**src/rtl/cpu_stage_pkg.sv**
```systemverilog
// Shared stage encoding for the stage sequencer and the ALU controller.
package cpu_stage_pkg;

  localparam int STAGE_W = 3;

  typedef enum logic [STAGE_W-1:0] {
    ST_FETCH      = 3'd0,
    ST_MEM_READ   = 3'd1,
    ST_REG_UPDATE = 3'd2,
    ST_MEM_WRITE  = 3'd3,
    ST_PC_UPDATE  = 3'd4,
    ST_HALTED     = 3'd5
  } stage_e;

  function automatic logic is_mem_wait(input stage_e st);
    return (st == ST_FETCH) || (st == ST_MEM_READ) || (st == ST_MEM_WRITE);
  endfunction

endpackage

```
**src/rtl/stage_sequencer_if.sv**
```systemverilog
// Control/memory handshake bundle of the stage sequencer.
// mem_fault exists only when STAGE_SEQ_TIMEOUT_EN is defined.
interface stage_sequencer_if;
  import cpu_stage_pkg::*;

  logic               need_mem_read;
  logic               need_mem_write;
  logic               mem_ack;
  logic               halt_req;
  logic [STAGE_W-1:0] stage;
  logic               mem_rd_req;
  logic               mem_wr_req;
  logic               instr_we;
  logic               reg_we;
  logic               pc_we;
  logic               halted;
  logic [31:0]        retired;

`ifdef STAGE_SEQ_TIMEOUT_EN
  logic               mem_fault;

  modport master (
    input  need_mem_read, need_mem_write, mem_ack, halt_req,
    output stage, mem_rd_req, mem_wr_req, instr_we, reg_we, pc_we,
    output halted, retired, mem_fault
  );

  modport slave (
    output need_mem_read, need_mem_write, mem_ack, halt_req,
    input  stage, mem_rd_req, mem_wr_req, instr_we, reg_we, pc_we,
    input  halted, retired, mem_fault
  );
`else
  modport master (
    input  need_mem_read, need_mem_write, mem_ack, halt_req,
    output stage, mem_rd_req, mem_wr_req, instr_we, reg_we, pc_we,
    output halted, retired
  );

  modport slave (
    output need_mem_read, need_mem_write, mem_ack, halt_req,
    input  stage, mem_rd_req, mem_wr_req, instr_we, reg_we, pc_we,
    input  halted, retired
  );
`endif

endinterface

```
**src/rtl/mem_wait_timer.sv**
```systemverilog
// Counts consecutive un-acknowledged memory wait cycles; expired flags the
// last allowed cycle so the sequencer leaves the wait state on that edge.
module mem_wait_timer #(
  parameter int TIMEOUT_CYCLES = 16
) (
  input  logic clk,
  input  logic rst_n,
  input  logic waiting,
  input  logic ack,
  output logic expired
);

  localparam int CW = $clog2(TIMEOUT_CYCLES + 1);
  localparam logic [CW-1:0] LIMIT = CW'(TIMEOUT_CYCLES - 1);

  logic [CW-1:0] r_count;

  assign expired = waiting && !ack && (r_count == LIMIT);

  always_ff @(posedge clk or negedge rst_n) begin
    if (!rst_n) begin
      r_count <= '0;
    end else if (!waiting || ack || expired) begin
      r_count <= '0;
    end else begin
      r_count <= r_count + 1'b1;
    end
  end

endmodule

```
**src/rtl/stage_sequencer.sv**
```systemverilog
// Multi-cycle instruction stage sequencer (fetch / mem read / reg update /
// mem write / pc update / halted). Optional timeout: STAGE_SEQ_TIMEOUT_EN.
module stage_sequencer
  import cpu_stage_pkg::*;
#(
  parameter int TIMEOUT_CYCLES = 16
) (
  input  logic              clk,
  input  logic              rst_n,
  stage_sequencer_if.master bus
);

  stage_e      r_state;
  stage_e      w_state_next;
  logic        r_need_wr;
  logic        w_need_wr_next;
  logic [31:0] r_retired;
  logic        w_waiting;
  logic        w_expired;
  logic        w_rd_req;
  logic        w_wr_req;
  logic        w_instr_we;
  logic        w_reg_we;
  logic        w_pc_we;

  assign w_waiting = is_mem_wait(r_state);

`ifdef STAGE_SEQ_TIMEOUT_EN
  logic r_mem_fault;

  mem_wait_timer #(
    .TIMEOUT_CYCLES(TIMEOUT_CYCLES)
  ) u_mem_wait_timer (
    .clk    (clk),
    .rst_n  (rst_n),
    .waiting(w_waiting),
    .ack    (bus.mem_ack),
    .expired(w_expired)
  );

  always_ff @(posedge clk or negedge rst_n) begin
    if (!rst_n) begin
      r_mem_fault <= 1'b0;
    end else if (w_expired) begin
      r_mem_fault <= 1'b1;
    end
  end

  assign bus.mem_fault = r_mem_fault;
`else
  logic w_unused_timeout;

  assign w_expired        = 1'b0;
  assign w_unused_timeout = (TIMEOUT_CYCLES > 0) && w_waiting;
`endif

  always_ff @(posedge clk or negedge rst_n) begin
    if (!rst_n) begin
      r_state   <= ST_FETCH;
      r_need_wr <= 1'b0;
      r_retired <= '0;
    end else begin
      r_state   <= w_state_next;
      r_need_wr <= w_need_wr_next;
      if (r_state == ST_PC_UPDATE) begin
        r_retired <= r_retired + 32'd1;
      end
    end
  end

  // An ack that coincides with the last allowed cycle still wins over expiry.
  always_comb begin
    w_state_next   = r_state;
    w_need_wr_next = r_need_wr;
    w_rd_req       = 1'b0;
    w_wr_req       = 1'b0;
    w_instr_we     = 1'b0;
    w_reg_we       = 1'b0;
    w_pc_we        = 1'b0;
    case (r_state)
      ST_FETCH: begin
        w_rd_req = 1'b1;
        if (bus.mem_ack) begin
          w_instr_we     = 1'b1;
          w_need_wr_next = bus.need_mem_write;
          w_state_next   = bus.need_mem_read ? ST_MEM_READ : ST_REG_UPDATE;
        end else if (w_expired) begin
          w_state_next = ST_HALTED;
        end
      end
      ST_MEM_READ: begin
        w_rd_req = 1'b1;
        if (bus.mem_ack) begin
          w_state_next = ST_REG_UPDATE;
        end else if (w_expired) begin
          w_state_next = ST_HALTED;
        end
      end
      ST_REG_UPDATE: begin
        w_reg_we     = 1'b1;
        w_state_next = r_need_wr ? ST_MEM_WRITE : ST_PC_UPDATE;
      end
      ST_MEM_WRITE: begin
        w_wr_req = 1'b1;
        if (bus.mem_ack) begin
          w_state_next = ST_PC_UPDATE;
        end else if (w_expired) begin
          w_state_next = ST_HALTED;
        end
      end
      ST_PC_UPDATE: begin
        w_pc_we      = 1'b1;
        w_state_next = bus.halt_req ? ST_HALTED : ST_FETCH;
      end
      ST_HALTED: begin
        w_state_next = ST_HALTED;
      end
      default: begin
        w_state_next = ST_FETCH;
      end
    endcase
  end

  // Gate with rst_n so requests and strobes drop the instant reset asserts.
  assign bus.stage      = r_state;
  assign bus.mem_rd_req = w_rd_req && rst_n;
  assign bus.mem_wr_req = w_wr_req && rst_n;
  assign bus.instr_we   = w_instr_we && rst_n;
  assign bus.reg_we     = w_reg_we && rst_n;
  assign bus.pc_we      = w_pc_we && rst_n;
  assign bus.halted     = (r_state == ST_HALTED) && rst_n;
  assign bus.retired    = r_retired;

endmodule

```
**src/flat_wrapper.sv**
```systemverilog
// flat-port wrapper written by rule: the top's interface ports become plain ports
module stage_sequencer_flat import cpu_stage_pkg::*;
#(
  parameter int TIMEOUT_CYCLES = 16
)
  (clk, rst_n, bus_need_mem_read, bus_need_mem_write, bus_mem_ack, bus_halt_req, bus_stage, bus_mem_rd_req, bus_mem_wr_req, bus_instr_we, bus_reg_we, bus_pc_we, bus_halted, bus_retired);
  stage_sequencer_if bus_i ();
  input  logic clk;
  input  logic rst_n;
  input wire logic [$bits(bus_i.need_mem_read)-1:0] bus_need_mem_read;
  input wire logic [$bits(bus_i.need_mem_write)-1:0] bus_need_mem_write;
  input wire logic [$bits(bus_i.mem_ack)-1:0] bus_mem_ack;
  input wire logic [$bits(bus_i.halt_req)-1:0] bus_halt_req;
  output wire logic [$bits(bus_i.stage)-1:0] bus_stage;
  output wire logic [$bits(bus_i.mem_rd_req)-1:0] bus_mem_rd_req;
  output wire logic [$bits(bus_i.mem_wr_req)-1:0] bus_mem_wr_req;
  output wire logic [$bits(bus_i.instr_we)-1:0] bus_instr_we;
  output wire logic [$bits(bus_i.reg_we)-1:0] bus_reg_we;
  output wire logic [$bits(bus_i.pc_we)-1:0] bus_pc_we;
  output wire logic [$bits(bus_i.halted)-1:0] bus_halted;
  output wire logic [$bits(bus_i.retired)-1:0] bus_retired;
  assign bus_i.need_mem_read = bus_need_mem_read;
  assign bus_i.need_mem_write = bus_need_mem_write;
  assign bus_i.mem_ack = bus_mem_ack;
  assign bus_i.halt_req = bus_halt_req;
  assign bus_stage = bus_i.stage;
  assign bus_mem_rd_req = bus_i.mem_rd_req;
  assign bus_mem_wr_req = bus_i.mem_wr_req;
  assign bus_instr_we = bus_i.instr_we;
  assign bus_reg_we = bus_i.reg_we;
  assign bus_pc_we = bus_i.pc_we;
  assign bus_halted = bus_i.halted;
  assign bus_retired = bus_i.retired;
  stage_sequencer #(.TIMEOUT_CYCLES(TIMEOUT_CYCLES)) u_core (.clk(clk), .rst_n(rst_n), .bus(bus_i));
endmodule
```
**config.mk**
```make
export PLATFORM = sky130hd
export DESIGN_NAME = stage_sequencer_flat
export DESIGN_NICKNAME = d
export VERILOG_FILES = /design/src/rtl/cpu_stage_pkg.sv /design/src/rtl/stage_sequencer_if.sv /design/src/rtl/mem_wait_timer.sv /design/src/rtl/stage_sequencer.sv /design/src/flat_wrapper.sv
export SDC_FILE = /design/constraint.sdc
export NUM_CORES = 1
export LEC_CHECK = 0
export ABC_AREA = 1
export CAP_MARGIN = 15
export CORE_ASPECT_RATIO = 1.75
export CORE_MARGIN = 5
export CORE_UTILIZATION = 57
export CTS_BUF_LIST = sky130_fd_sc_hd__clkbuf_8
export DETAILED_ROUTE_END_ITERATION = 16
export PLACE_DENSITY = 0.88
export SYNTH_ARGS = -nofsm -noshare
export SYNTH_HDL_FRONTEND = slang
export SYNTH_SLANG_ARGS = --single-unit
```
**constraint.sdc**
```tcl
create_clock -name clk -period 4.06 [get_ports clk]
set_input_delay 0.812 -clock clk [delete_from_list [all_inputs] [get_ports clk]]
set_output_delay 0.812 -clock clk [all_outputs]
set_load 0.01 [all_outputs]
```
# Word-level counts from Yosys, hierarchy flattened
# Cells that the tools add are included.
# word_totals
inputBits,6
output_inout_bits,41
ff_bits,36
elab_cells,35
# op_classes
eq_ne,8
n_mux,13
n_reduce_logical,10
addsub,1
# ops
cell,count
32-bit by 1-bit adder with 32-bit output (second input constant),1
3-bit one-hot mux with 6 select lines,1
3-bit two-way mux,5
3-bit by 2-bit equality test with 1-bit output (second input constant),2
3-bit equality test (second input constant),2
1-bit logical AND,6
1-bit two-way mux,6
2-bit inequality test (second input constant),3
3-bit by 1-bit equality test with 1-bit output (second input constant),1
3-bit zero test,1
3-bit AND reduction,1
2-bit two-way mux,1
2-bit AND reduction,1
2-bit OR reduction,1

# Depth between registers and ports, before layout
# logic_depth
ltp_word,4
depth_mapped,10
depth_no_buf,9

# Worst setup path after synthesis
# Ideal clock, no wire load.
# synth_path
path_type,input to output
from,in rst_n
to,out bus_mem_wr_req
path_buffers,0
path_stages,2
slack_ps,2013
required_time_ps,3248
arrival_time_ps,1235
cell_sequence,inv_1 > nor4_1
# synth_via
elab_chain_len,1
# synth_rtl
element,line_no,text
start: declaration,flat_wrapper.sv:9,input logic rst_n;
1-bit logical AND,stage_sequencer.sv:127,assign bus.mem_wr_req = w_wr_req && rst_n;
end: declaration,flat_wrapper.sv:16,output wire logic [$bits(bus_i.mem_wr_req)-1:0] bus_mem_wr_req;
# Every way passes these cells.

# Worst setup path in the final report
# layout_path
from,in bus_mem_ack
to,out bus_instr_we
# layout_via
elab_chain_len,3
# layout_rtl
element,line_no,text
start: declaration,flat_wrapper.sv:12,input wire logic [$bits(bus_i.mem_ack)-1:0] bus_mem_ack;
1-bit two-way mux,stage_sequencer.sv:83,if (bus.mem_ack) begin
1-bit two-way mux,stage_sequencer.sv:80,case (r_state)
1-bit logical AND,stage_sequencer.sv:128,assign bus.instr_we = w_instr_we && rst_n;
end: declaration,flat_wrapper.sv:17,output wire logic [$bits(bus_i.instr_we)-1:0] bus_instr_we;
# Every way passes these cells.

==> results.cfg <==
[drt]
via_per_inst = 5.33
firstDrtPassIters = 4
initialDrtViolationCount = 65
wire_per_inst_um = 14.4
num_vias = 2116
drc = 0
wirelength_um = 5700
drtAntennaViolNets = 0

[power]
p_leak_nw = 1.33
ir_worst_vdd_uv = 380
power.density_nw_per_um2 = 358

[clock_network]
cts_setup_buffers = 0
htreeDepth = 2
cts_sinks = 36
cts_tree = done
clkLatencyLatePin_ns = 0.29
cts_hold_buffers = 0
clockBufferDepth = 2
cts_resized = 0
cts_root_buffer = clkbuf_8
cts_buffers = 5
path_clk_slew_ns = 0.07

[global_routing]
grt_use_total_pct = 24.8
grt_overflow = 0
grt_max_degree = 37
grt_pass1_wl_um = 10300
antenna_found_initial = 0
grt_pass1_vias = 2264

[placed_design]
gp_congestion = 0.895
dpl.hpwl_um = 4400
dpl.cell_count = 390
place_area_um2 = 2720
port-buffer-count = 46

[synth]
ys_ff_latch = 36
synth_cell_type_count = 27
syn_inst = 297
ys.flop_type = dfrtp_1
synth.avg_cell_area_um2 = 7.47
async_reset_ff_share_pct = 100
synth_edf_count = 0
synth_top_area_cell = dfrtp_1
ys_warn_count = 0
synthesis.area_um2 = 2220
synth_seq_area_share_pct = 40.6
synth_common_cells = 78 x nand2_1, 50 x inv_1, 38 x nor2_1
synthTopCellsByArea = dfrtp_1 41%, nand2_1 13%, inv_1 8.5%, nor2_1 6.4%, nand3_1 5.4%
synthesis.nets = 304
synth.most_common_cell = nand2_1
synth_top_area_share_pct = 40.6

[timing]
finalSetupViolations = 0
finClkSkew_ns = 0.00250
period_needed_ns = 2.93
fmax_mhz = 341
slew-limit-headroom_pct = 69.1
slew_violations = 0
max_slew.worst_pin.slew_ns = 0.464
tns_ns = 0
rsz0062_at_grt = false
timing.final.crit_share_pct = 72.2
finalHoldViolCount = 0

[floorplan]
std_cell_rows = 30
ios = 47
die_h_um = 92.5
die_w_um = 57.1
start_util_pct = 57.9
coreArea_um2 = 3830
die-area_um2 = 5290

[critical_path]
reg2reg_from = u_core.bus.stage[2]
crit_arrival_ns = 2.12
startpoint_type = input port
reg2reg_depth = 7
required_ns = 3.25
worstReg2RegEnd = u_core.bus.retired[28]
critPathKind = in -> out
regToRegSetupSlack_ns = 2.31
crit_path_end_kind = output port
crit_fanout = 3

[layout]
n_fill_cell = 307
antenna_cells = 0
fin_cells = 397
area_delta_synth_final_pct = 26.9
multiInputGateArea_um2 = 1100
nets = 356
fin_area_um2 = 2810
drive_above_1_share_pct = 9.46
regArea_um2 = 901

[flow_run]
maxCapViolCount = 0

[min_path]
worstHoldPathType = reg -> reg
min_to = u_core.bus.stage[2]
holdPathStages = 1
hold_start = u_core.r_need_wr

[status]
status = finished clean
-- power breakdown --
part,internal (mW),switching [mW],leakage (nW)
Combinational,0.123,0.157,0.793
Sequential,0.392,0.0558,0.492
Clock,0.151,0.129,0.0503
-- kinds of logic after synthesis --
| family | count (synthesis) | synth area share (%) |
|---|---|---|
| xor+xnor | 16 | 6.32 |
| fa+ha+maj | 1 | 0.564 |
| buf+inv | 54 | 9.82 |
| compound gates | 8 | 2.14 |
| simple gates | 182 | 40.5 |
| flops | 36 | 40.6 |
-- final cells by class --
type / instances / share of cell area (%)
multi-input combinational: 207 / 39.0
sequential: 36 / 32.0
timing repair buffer: 47 / 16.5
inverter: 52 / 6.94
clock buffer: 7 / 3.42
tap: 48 / 2.13
-- sequential cells by signal, indices dropped and copies added (netlist names) --
register            count
u_core.bus.retired     32
u_core.bus.stage        3
u_core.r_need_wr        1
-- worst max path at each step --
stage	from	to	slack (ns)
4_1_cts	bus_mem_ack	bus_instr_we	1.11
6_report	bus_mem_ack	bus_instr_we	1.13
2_1_floorplan	rst_n	bus_mem_wr_req	2.01
3_3_place_gp	bus_mem_ack	bus_instr_we	1.19
5_1_grt	bus_mem_ack	bus_instr_we	1.05
3_5_place_dp	bus_mem_ack	bus_instr_we	1.14
-- worst max-delay path, stage by stage --
cell and delay [ns]:
clkdlybuf4s50_1 0.50, nand3_1 0.15, nor2_1 0.12, clkdlybuf4s50_1 0.54
-- cells in the final DEF, fill, tap and decap left out --
master,count
nand3_2,3
nand4_1,8
xor2_1,11
ha_1,1
nand2_4,2
xnor2_1,5
nor3_1,6
o21ai_0,3
nand3b_1,4
nor2_2,4
inv_1,50
buf_2,1
nand3_1,24
nor4_1,1
o22ai_1,1
nand2_1,78
clkdlybuf4s50_1,45
nand3_4,1
inv_2,1
o221ai_1,1
clkbuf_8,7
nor2_4,10
buf_4,1
a21oi_1,1
o21ai_1,1
nor2_1,38
nand2_2,3
dfrtp_1,36
o21bai_1,1
clkinv_1,1
-- per-layer routing --
metal	vias up	global-route usage, %	routed length [um]
li1	1017	-	-
met1	1006	25.9	2030
met2	72	44.3	3140
met3	21	6.14	325
met4	0	13.2	201
met5	-	0	0
-- metrics by stage --
step                hold WS [ns]  power (mW)  setup slack (ns)  utilization [%]
floorplan                  0.444       0.611              2.01                -
global placement           0.454       0.721              1.19             71.0
detailed placement         0.488       0.731              1.14             71.0
CTS                        0.498        1.01              1.11             73.5
global route               0.526        1.07              1.05             73.5
finish                     0.502        1.01              1.13             73.5
(Power assumes the default switching activity.)
